==> config.mk <==
export PLATFORM = sky130hd
export DESIGN_NAME = prv32_id_ex_stage
export DESIGN_NICKNAME = d
export VERILOG_FILES = /design/src/rtl/prv32_id_ex_stage_pkg.sv /design/src/rtl/prv32_id_ex_stage_fwd_unit.sv /design/src/rtl/prv32_id_ex_stage.sv
export SDC_FILE = /design/constraint.sdc
export NUM_CORES = 1
export LEC_CHECK = 0
export ABC_AREA = 0
export CORE_UTILIZATION = 28
export CTS_BUF_LIST = sky130_fd_sc_hd__clkbuf_16
export CTS_CLUSTER_SIZE = 28
export DETAILED_ROUTE_END_ITERATION = 6
export GPL_ROUTABILITY_DRIVEN = 0
export MAX_ROUTING_LAYER = met4
export PLACE_DENSITY = 0.67
export SETUP_SLACK_MARGIN = 0.02
export SYNTH_ARGS = -nofsm -noshare
export SYNTH_HDL_FRONTEND = slang
export SYNTH_SLANG_ARGS = --single-unit
==> constraint.sdc <==
create_clock -name clk -period 3.6 [get_ports clk]
set_input_delay 0.72 -clock clk [delete_from_list [all_inputs] [get_ports clk]]
set_output_delay 0.72 -clock clk [all_outputs]
set_load 0.01 [all_outputs]
==> src/rtl/prv32_id_ex_stage_pkg.sv <==
// prv32_id_ex_stage_pkg: RV32I opcode constants and ALU function codes shared by the ID/EX stage.
package prv32_id_ex_stage_pkg;
    localparam logic [6:0] OPC_OP     = 7'b0110011;
    localparam logic [6:0] OPC_OP_IMM = 7'b0010011;
    localparam logic [6:0] OPC_LUI    = 7'b0110111;
    localparam logic [6:0] OPC_AUIPC  = 7'b0010111;
    localparam logic [6:0] OPC_LOAD   = 7'b0000011;
    localparam logic [6:0] OPC_STORE  = 7'b0100011;
    localparam logic [6:0] OPC_JAL    = 7'b1101111;
    localparam logic [6:0] OPC_JALR   = 7'b1100111;
    localparam logic [6:0] OPC_BRANCH = 7'b1100011;

    localparam logic [3:0] ALU_ADD  = 4'b0000;
    localparam logic [3:0] ALU_SUB  = 4'b0001;
    localparam logic [3:0] ALU_PASS = 4'b0010;
    localparam logic [3:0] ALU_OR   = 4'b0011;
    localparam logic [3:0] ALU_AND  = 4'b0100;
    localparam logic [3:0] ALU_XOR  = 4'b0101;
    localparam logic [3:0] ALU_SRL  = 4'b0110;
    localparam logic [3:0] ALU_SRA  = 4'b0111;
    localparam logic [3:0] ALU_SLL  = 4'b1000;
    localparam logic [3:0] ALU_SLT  = 4'b1101;
    localparam logic [3:0] ALU_SLTU = 4'b1111;

    function automatic logic writes_rd(input logic [6:0] op);
        return op == OPC_OP || op == OPC_OP_IMM || op == OPC_LUI || op == OPC_AUIPC ||
               op == OPC_LOAD || op == OPC_JAL || op == OPC_JALR;
    endfunction
endpackage

==> src/rtl/prv32_id_ex_stage_fwd_unit.sv <==
// prv32_fwd_unit: picks the freshest value for one EX source register (EX/MEM over MEM/WB over regfile).
module prv32_fwd_unit #(
    parameter int XLEN   = 32,
    parameter int REG_AW = 5
) (
    input  logic [REG_AW-1:0] rs,
    input  logic [XLEN-1:0]   reg_data,
    input  logic [REG_AW-1:0] exm_rd,
    input  logic              exm_we,
    input  logic [XLEN-1:0]   exm_result,
    input  logic [REG_AW-1:0] wb_rd,
    input  logic              wb_we,
    input  logic [XLEN-1:0]   wb_result,
    output logic [XLEN-1:0]   data
);
    logic exm_hit, wb_hit;

    // x0 is hardwired, so a write to it must never be forwarded
    assign exm_hit = exm_we && exm_rd == rs && exm_rd != '0;
    assign wb_hit  = wb_we && wb_rd == rs && wb_rd != '0;
    assign data    = exm_hit ? exm_result : wb_hit ? wb_result : reg_data;
endmodule

==> src/rtl/prv32_id_ex_stage.sv <==
// prv32_id_ex_stage: ID/EX pipeline register with ALU function decode, operand forwarding
// and load-use stall detection.
module prv32_id_ex_stage
    import prv32_id_ex_stage_pkg::*;
#(
    parameter int XLEN   = 32,
    parameter int REG_AW = 5
) (
    input  logic              clk,
    input  logic              rst_n,
    input  logic              id_valid,
    input  logic [XLEN-1:0]   id_pc,
    input  logic [XLEN-1:0]   id_rs1_data,
    input  logic [XLEN-1:0]   id_rs2_data,
    input  logic [XLEN-1:0]   id_imm,
    input  logic [REG_AW-1:0] id_rs1,
    input  logic [REG_AW-1:0] id_rs2,
    input  logic [REG_AW-1:0] id_rd,
    input  logic [6:0]        id_opcode,
    input  logic [2:0]        id_funct3,
    input  logic              id_funct7b5,
    input  logic              flush,
    input  logic [REG_AW-1:0] exm_rd,
    input  logic              exm_we,
    input  logic [XLEN-1:0]   exm_result,
    input  logic [REG_AW-1:0] wb_rd,
    input  logic              wb_we,
    input  logic [XLEN-1:0]   wb_result,
    output logic              hazard_stall,
    output logic [XLEN-1:0]   alu_a,
    output logic [XLEN-1:0]   alu_b,
    output logic [4:0]        alu_shamt,
    output logic [3:0]        alu_fn,
    output logic              ex_valid,
    output logic [XLEN-1:0]   ex_pc,
    output logic [REG_AW-1:0] ex_rd,
    output logic              ex_we,
    output logic              ex_is_load,
    output logic [XLEN-1:0]   ex_store_data
);
    logic [XLEN-1:0]   ex_rs1_data, ex_rs2_data, ex_imm, fwd_rs1, fwd_rs2;
    logic [REG_AW-1:0] ex_rs1, ex_rs2;
    logic [3:0]        ex_alufn;
    logic              ex_a_pc, ex_b_imm;

    function automatic logic [3:0] alufn_dec(input logic [6:0] op, input logic [2:0] f3, input logic f7b5);
        logic [3:0] r;
        if (op == OPC_OP || op == OPC_OP_IMM) begin
            case (f3)
                3'b000:  r = (op == OPC_OP && f7b5) ? ALU_SUB : ALU_ADD;
                3'b001:  r = ALU_SLL;
                3'b010:  r = ALU_SLT;
                3'b011:  r = ALU_SLTU;
                3'b100:  r = ALU_XOR;
                3'b101:  r = f7b5 ? ALU_SRA : ALU_SRL;
                3'b110:  r = ALU_OR;
                default: r = ALU_AND;
            endcase
        end else begin
            r = op == OPC_LUI ? ALU_PASS : op == OPC_BRANCH ? ALU_SUB : ALU_ADD;
        end
        return r;
    endfunction

    // the bubble that follows clears ex_is_load, so the stall lasts one cycle per pair
    assign hazard_stall = id_valid && ex_valid && ex_is_load && ex_rd != '0 &&
                          (ex_rd == id_rs1 || ex_rd == id_rs2);

    always_ff @(posedge clk or negedge rst_n) begin
        if (!rst_n) begin
            ex_valid    <= 1'b0;
            ex_we       <= 1'b0;
            ex_is_load  <= 1'b0;
            ex_pc       <= '0;
            ex_rd       <= '0;
            ex_rs1      <= '0;
            ex_rs2      <= '0;
            ex_rs1_data <= '0;
            ex_rs2_data <= '0;
            ex_imm      <= '0;
            ex_alufn    <= ALU_ADD;
            ex_a_pc     <= 1'b0;
            ex_b_imm    <= 1'b0;
        end else if (flush || hazard_stall) begin
            ex_valid    <= 1'b0;
            ex_we       <= 1'b0;
            ex_is_load  <= 1'b0;
        end else begin
            ex_valid    <= id_valid;
            ex_we       <= id_valid && writes_rd(id_opcode);
            ex_is_load  <= id_valid && id_opcode == OPC_LOAD;
            ex_pc       <= id_pc;
            ex_rd       <= id_rd;
            ex_rs1      <= id_rs1;
            ex_rs2      <= id_rs2;
            ex_rs1_data <= id_rs1_data;
            ex_rs2_data <= id_rs2_data;
            ex_imm      <= id_imm;
            ex_alufn    <= alufn_dec(id_opcode, id_funct3, id_funct7b5);
            ex_a_pc     <= id_opcode == OPC_AUIPC;
            ex_b_imm    <= id_opcode != OPC_OP && id_opcode != OPC_BRANCH;
        end
    end

    prv32_fwd_unit #(.XLEN(XLEN), .REG_AW(REG_AW)) u_fwd_rs1 (
        .rs(ex_rs1), .reg_data(ex_rs1_data),
        .exm_rd(exm_rd), .exm_we(exm_we), .exm_result(exm_result),
        .wb_rd(wb_rd), .wb_we(wb_we), .wb_result(wb_result),
        .data(fwd_rs1)
    );

    prv32_fwd_unit #(.XLEN(XLEN), .REG_AW(REG_AW)) u_fwd_rs2 (
        .rs(ex_rs2), .reg_data(ex_rs2_data),
        .exm_rd(exm_rd), .exm_we(exm_we), .exm_result(exm_result),
        .wb_rd(wb_rd), .wb_we(wb_we), .wb_result(wb_result),
        .data(fwd_rs2)
    );

    assign alu_a         = ex_a_pc ? ex_pc : fwd_rs1;
    assign alu_b         = ex_b_imm ? ex_imm : fwd_rs2;
    assign alu_shamt     = alu_b[4:0];
    assign alu_fn        = ex_alufn;
    assign ex_store_data = fwd_rs2;
endmodule

* After elaboration in Yosys (flattened, before gate mapping)
Index checks and enable logic that the tools add are counted.
** Operators by class
- Equality and inequality tests :: 22
- Mux-type cells :: 15
- Reductions and logical operators :: 28
** Operators by type and width (number)
- 32-bit 2-to-1 mux :: 6
- 5-bit equality test :: 6
- 4-bit one-hot mux with 7 select lines :: 1
- 7-bit equality test, second input constant :: 3
- 1-bit logical AND :: 16
- 5-bit nonzero test :: 3
- 7-bit by 5-bit equality test with 1-bit output, second input constant :: 2
- 7-bit by 6-bit equality test with 1-bit output, second input constant :: 2
- 3-bit equality test, second input constant :: 3
- 1-bit logical OR :: 8
- 7-bit by 2-bit equality test with 1-bit output, second input constant :: 1
- 7-bit by 6-bit != test with 1-bit output, second input constant :: 1
- 7-bit != test, second input constant :: 1
- 3-bit by 2-bit equality test with 1-bit output, second input constant :: 2
- 1-bit 2-to-1 mux :: 6
- 4-bit 2-to-1 mux :: 1
- 3-bit by 1-bit equality test with 1-bit output, second input constant :: 1
- 3-bit zero test :: 1
- 2-bit 2-to-1 mux :: 1
** Storage, ports and cells
- Register bits :: 152
- Input bits :: 234
- Output and inout bits :: 146
- Word-level logic and storage cells :: 78

* Longest topological paths before layout
- Depth after elaboration :: 9
- Depth in mapped cells :: 8

* Cells and area by module
Synthesis repeated with hierarchy kept, for this count alone.
** Unflattened totals
- Cells, all modules :: 809
- Area, all modules :: 9932.0 µm²
** Modules (own cells, without submodules)
- prv32_id_ex_stage :: times used 1, cells an instance 449, area an instance 6821.5 µm², seq. area each 3803.6 µm²
- prv32_fwd_unit :: times used 2, cells an instance 180, area an instance 1555.2 µm², seq. area each 0.0 µm²

* Least setup slack after synthesis
OpenSTA, ideal clock, no wires.
- Kind :: input to output
- From :: input port exm_rd[1]
- To :: output port alu_shamt[4]
- Arrival :: 2486 ps
- Data required time :: 2880 ps
- Slack :: 394 ps
- Stages on the path :: 8
- Path buffers :: 3
- Cell sequence :: or4_4 > o211ai_2 > or2_1 > buf_2 > buf_2 > nor2_1 > o31ai_1 > buf_4
** On the way
- Word-level cells in the longest chain between the ends :: 5
- Elaborated cells between the ends (all ways) :: 6
- Those cells by class :: 1 x eq/ne; 2 x mux; 3 x reduce/logical
** RTL lines
- start, declared :: line prv32_id_ex_stage.sv:23 : input logic [REG_AW-1:0] exm_rd,
- 5-bit equality test :: line prv32_id_ex_stage_fwd_unit.sv:19 : assign exm_hit = exm_we && exm_rd == rs && exm_rd != '0;
- 1-bit logical AND :: line prv32_id_ex_stage_fwd_unit.sv:19
- 1-bit logical AND * :: line prv32_id_ex_stage_fwd_unit.sv:19
- 32-bit 2-to-1 mux * :: line prv32_id_ex_stage_fwd_unit.sv:21 : assign data = exm_hit ? exm_result : wb_hit ? wb_result : reg_data;
- 32-bit 2-to-1 mux * :: line prv32_id_ex_stage.sv:120 : assign alu_b = ex_b_imm ? ex_imm : fwd_rs2;
- end, declared :: line prv32_id_ex_stage.sv:32 : output logic [4:0] alu_shamt,
Mark *: on every way between the ends. The rest lies on a longest branch, timed or not.

* Worst setup path after layout
- From :: input port exm_rd[1]
- To :: output port alu_b[21]
** On the way
- Word-level cells in the longest chain between the ends :: 5
- Elaborated cells between the ends (all ways) :: 6
- Those cells by class :: 1 x eq/ne; 2 x mux; 3 x reduce/logical
** RTL lines
- 5-bit equality test :: line prv32_id_ex_stage_fwd_unit.sv:19
- 1-bit logical AND :: line prv32_id_ex_stage_fwd_unit.sv:19
- 1-bit logical AND * :: line prv32_id_ex_stage_fwd_unit.sv:19
- 32-bit 2-to-1 mux * :: line prv32_id_ex_stage_fwd_unit.sv:21
- 32-bit 2-to-1 mux * :: line prv32_id_ex_stage.sv:120
- end, declared :: line prv32_id_ex_stage.sv:31 : output logic [XLEN-1:0] alu_b,
Marks and branches as above.

==> flow_summary.toml <==
[run_status]
status = "completed"

[routing]
wire_per_inst_um = 21.1
firstDrtPassIters = 4
viasPerCell = 4.94
drc = 0
drtAntennaViolNets = 0
dr_total_vias = 8076
first_iter_violations = 294
finalWirelength_um = 34600

[timing]
fin_crit_sh_pct = 99.8
setup_viol = 0
max-slew-margin-rel_pct = 31.4
fmax_mhz = 278
rsz0062_at_grt = "true"
worst_pin_slew_ps = 1030
skew_ps = 18.8
finalHoldViolCount = 0
hold-worst-slack_ps = 257
fin_crit_ps = 3590
final_max_slew_viol_count = 0

[synthesis]
synthCells = 773
synth_nets = 1007
synth_common_cells = "mux2_2 (159), dfrtp_1 (152), nor2_1 (52)"
synth_area_mm2 = 0.00873
postSynth.asyncResetShare_pct = 100
synth.distinct_cells = 45
synth_top_area_share_pct = 43.6
synthTopCellsByArea = "dfrtp_1 (44%), mux2_2 (21%), a221oi_2 (4.5%), mux2i_1 (3.7%), o31ai_1 (3.1%)"
yosys.area.top_type = "dfrtp_1"
synthFlopType = "dfrtp_1"
ys_warn_count = 0
ys_seq_area_share_pct = 43.6
synth_most_common_cell = "mux2_2"
ys_ff_latch = 152
synth_edf_count = 0
postSynthAreaPerCell_um2 = 11.3

[grt]
antenna_found_initial = 7
grt_overflow = 0
grt_pass1_wl_um = 50500
grt_max_degree = 83
grt_usage_pct = 22.0
grt_pass1_vias = 8521

[run]
cap_violations = 0

[setup_path]
r2r_setup_slack_ps = 1510
cp_data_arrival_time_ps = 2870
cp-end-kind = "output pin"
worstSetupPathType = "in2out"
cp_max_fo = 8
start_kind = "input port"
critPathRequiredTime_ps = 2880

[place]
dp.cells = 1571
io_buffers = 379
hpwl_um = 25600

[final_layout]
syn_to_final_growth_pct = 67.5
fin_nets = 1453
fin_cells = 1636
drive_above_1_share_pct = 36.4

[power_and_ir_drop]
p_comb_share_pct = 29.6
p_leak_nw = 5.94
clock_power_share_pct = 32.6
p_sw_mw = 1.63
power_mw = 5.29
intPower_mw = 3.67
powerDensity_mw_per_mm2 = 362
seqPwrFrac_pct = 37.7
irDropWorstVdd_uv = 265
sw_frac_of_total_pct = 30.7

[die]
dieHeight_um = 179
fp.dieW_um = 179
ios = 380
num_rows = 64
core_mm2 = 0.0307
die-area_mm2 = 0.0319
start_util_pct = 28.5

[clocking]
cts_tree = "done"
clk_pin_slew_ps = 70
clk_path_buf_depth = 2
h-tree-depth = 4
cts_sinks = 152
cts_root_buffer = "clkbuf_16"
insertion_delay_ps = 430
cts_made_buffers = 17

[hold_path]
holdCritPathClass = "in2async"
-- layer usage --
| layer | share of wire (%) | routed length [um] | track usage, % | vias up |
|---|---|---|---|---|
| met5 | 0 | 0 | - | - |
| met4 | 1.7 | 575 | 5.72 | 0 |
| met1 | 42 | 14500 | 25.9 | 4003 |
| met3 | 5.9 | 2050 | 5.24 | 33 |
| met2 | 50 | 17500 | 37.6 | 289 |
| li1 | - | - | - | 3751 |
-- per-stage QoR --
stage	setup slack (ps)	setup TNS (ps)	instance area [um^2]	util (%)
floorplan	394	0	8730	-
global placement	-649	-43080	13600	44.4
detailed placement	-628	-46640	13600	44.4
CTS	-3.61	-5.53	14500	47.4
global route	-38.6	-89.3	14600	47.7
finish	7.72	0	14600	47.7
-- registers in the layout, summed over array words and instances (netlist names), 4 cells and up --
| signal | count |
|---|---|
| ex_rd | 5 |
| ex_rs2 | 5 |
| ex_imm | 32 |
| ex_rs1_data | 32 |
| ex_pc | 32 |
| alu_fn | 4 |
| ex_rs2_data | 32 |
| ex_rs1 | 5 |
-- power by group through the flow --
| stage | logic (mW) | clock network [mW] | registers [mW] |
|---|---|---|---|
| after global routing | 1.68 | 1.86 | 2.02 |
| after global placement | 1.57 | 0 | 2.02 |
| final | 1.57 | 1.73 | 2.00 |
| after floorplan | 0.641 | 0 | 2.00 |
| after CTS | 1.56 | 1.79 | 1.99 |
| after detailed placement | 1.58 | 0 | 2.02 |
-- worst paths after layout --
path                              endpoint  depth (start not counted)       start
max                              alu_b[21]                          8   exm_rd[1]
min in group clk                ex_imm[19]                          1  ex_imm[19]
max reg2reg                ex_rs1_data[24]                          6    ex_rd[0]
min                              ex_pc[14]                          1       rst_n
max in group asynchronous        ex_rs2[1]                          2       rst_n
min reg2reg                     ex_imm[19]                          1  ex_imm[19]
-- critical path, cell delays in order --
cell and delay [ps]:
dlygate4sd2_1 260, or4_4 570, o211ai_4 190, or2_4 210, bufbuf_16 300, a31oi_2 90, mux2_2 270, clkdlybuf4s15_2 240
-- placed cells by master (no fill, tap or decap), drive strengths merged, types with 6 or more instances in the layout --
cell type / n
clkdlybuf4s50: 266
mux2: 159
dfrtp: 152
buf: 135
nor2: 52
dlygate4sd2: 48
nor3: 45
clkbuf: 39
o31ai: 36
inv: 35
mux2i: 32
nand2: 28
a221oi: 28
xnor2: 24
o31a: 22
a211oi: 22
clkdlybuf4s15: 19
nand4: 14
a21oi: 10
a31oi: 10
diode: 8
xor2: 7
nor2b: 6
-- repair_timing --
action                     CTS  global route
pin swaps                   21            18
hold buffers                 0             0
setup buffers               23             2
cloned                       2             0
setup endpoints to repair  101            84
gates resized for setup    250            83
-- final cells by class --
cell class | instances | area (um^2)
multi-input combinational | 525 | 4900
fill | 2815 | 16000
tap | 396 | 495
clock buffer | 17 | 425
antenna | 8 | 20.0
inverter | 28 | 105
sequential | 152 | 3810
timing repair buffer | 495 | 4750
clock inverter | 15 | 119
-- cells by family after synthesis --
kind of cell,Yosys count,share of synthesized area (%)
xor gates and xnor gates,31,3.11
DFF,152,43.6
AOI/OAI and AO/OA,136,14.4
muxes,191,24.2
and+or+nand+nor,167,9.40
buffers and inverters,96,5.29
No activity file was read; power rests on OpenSTA's default activity.
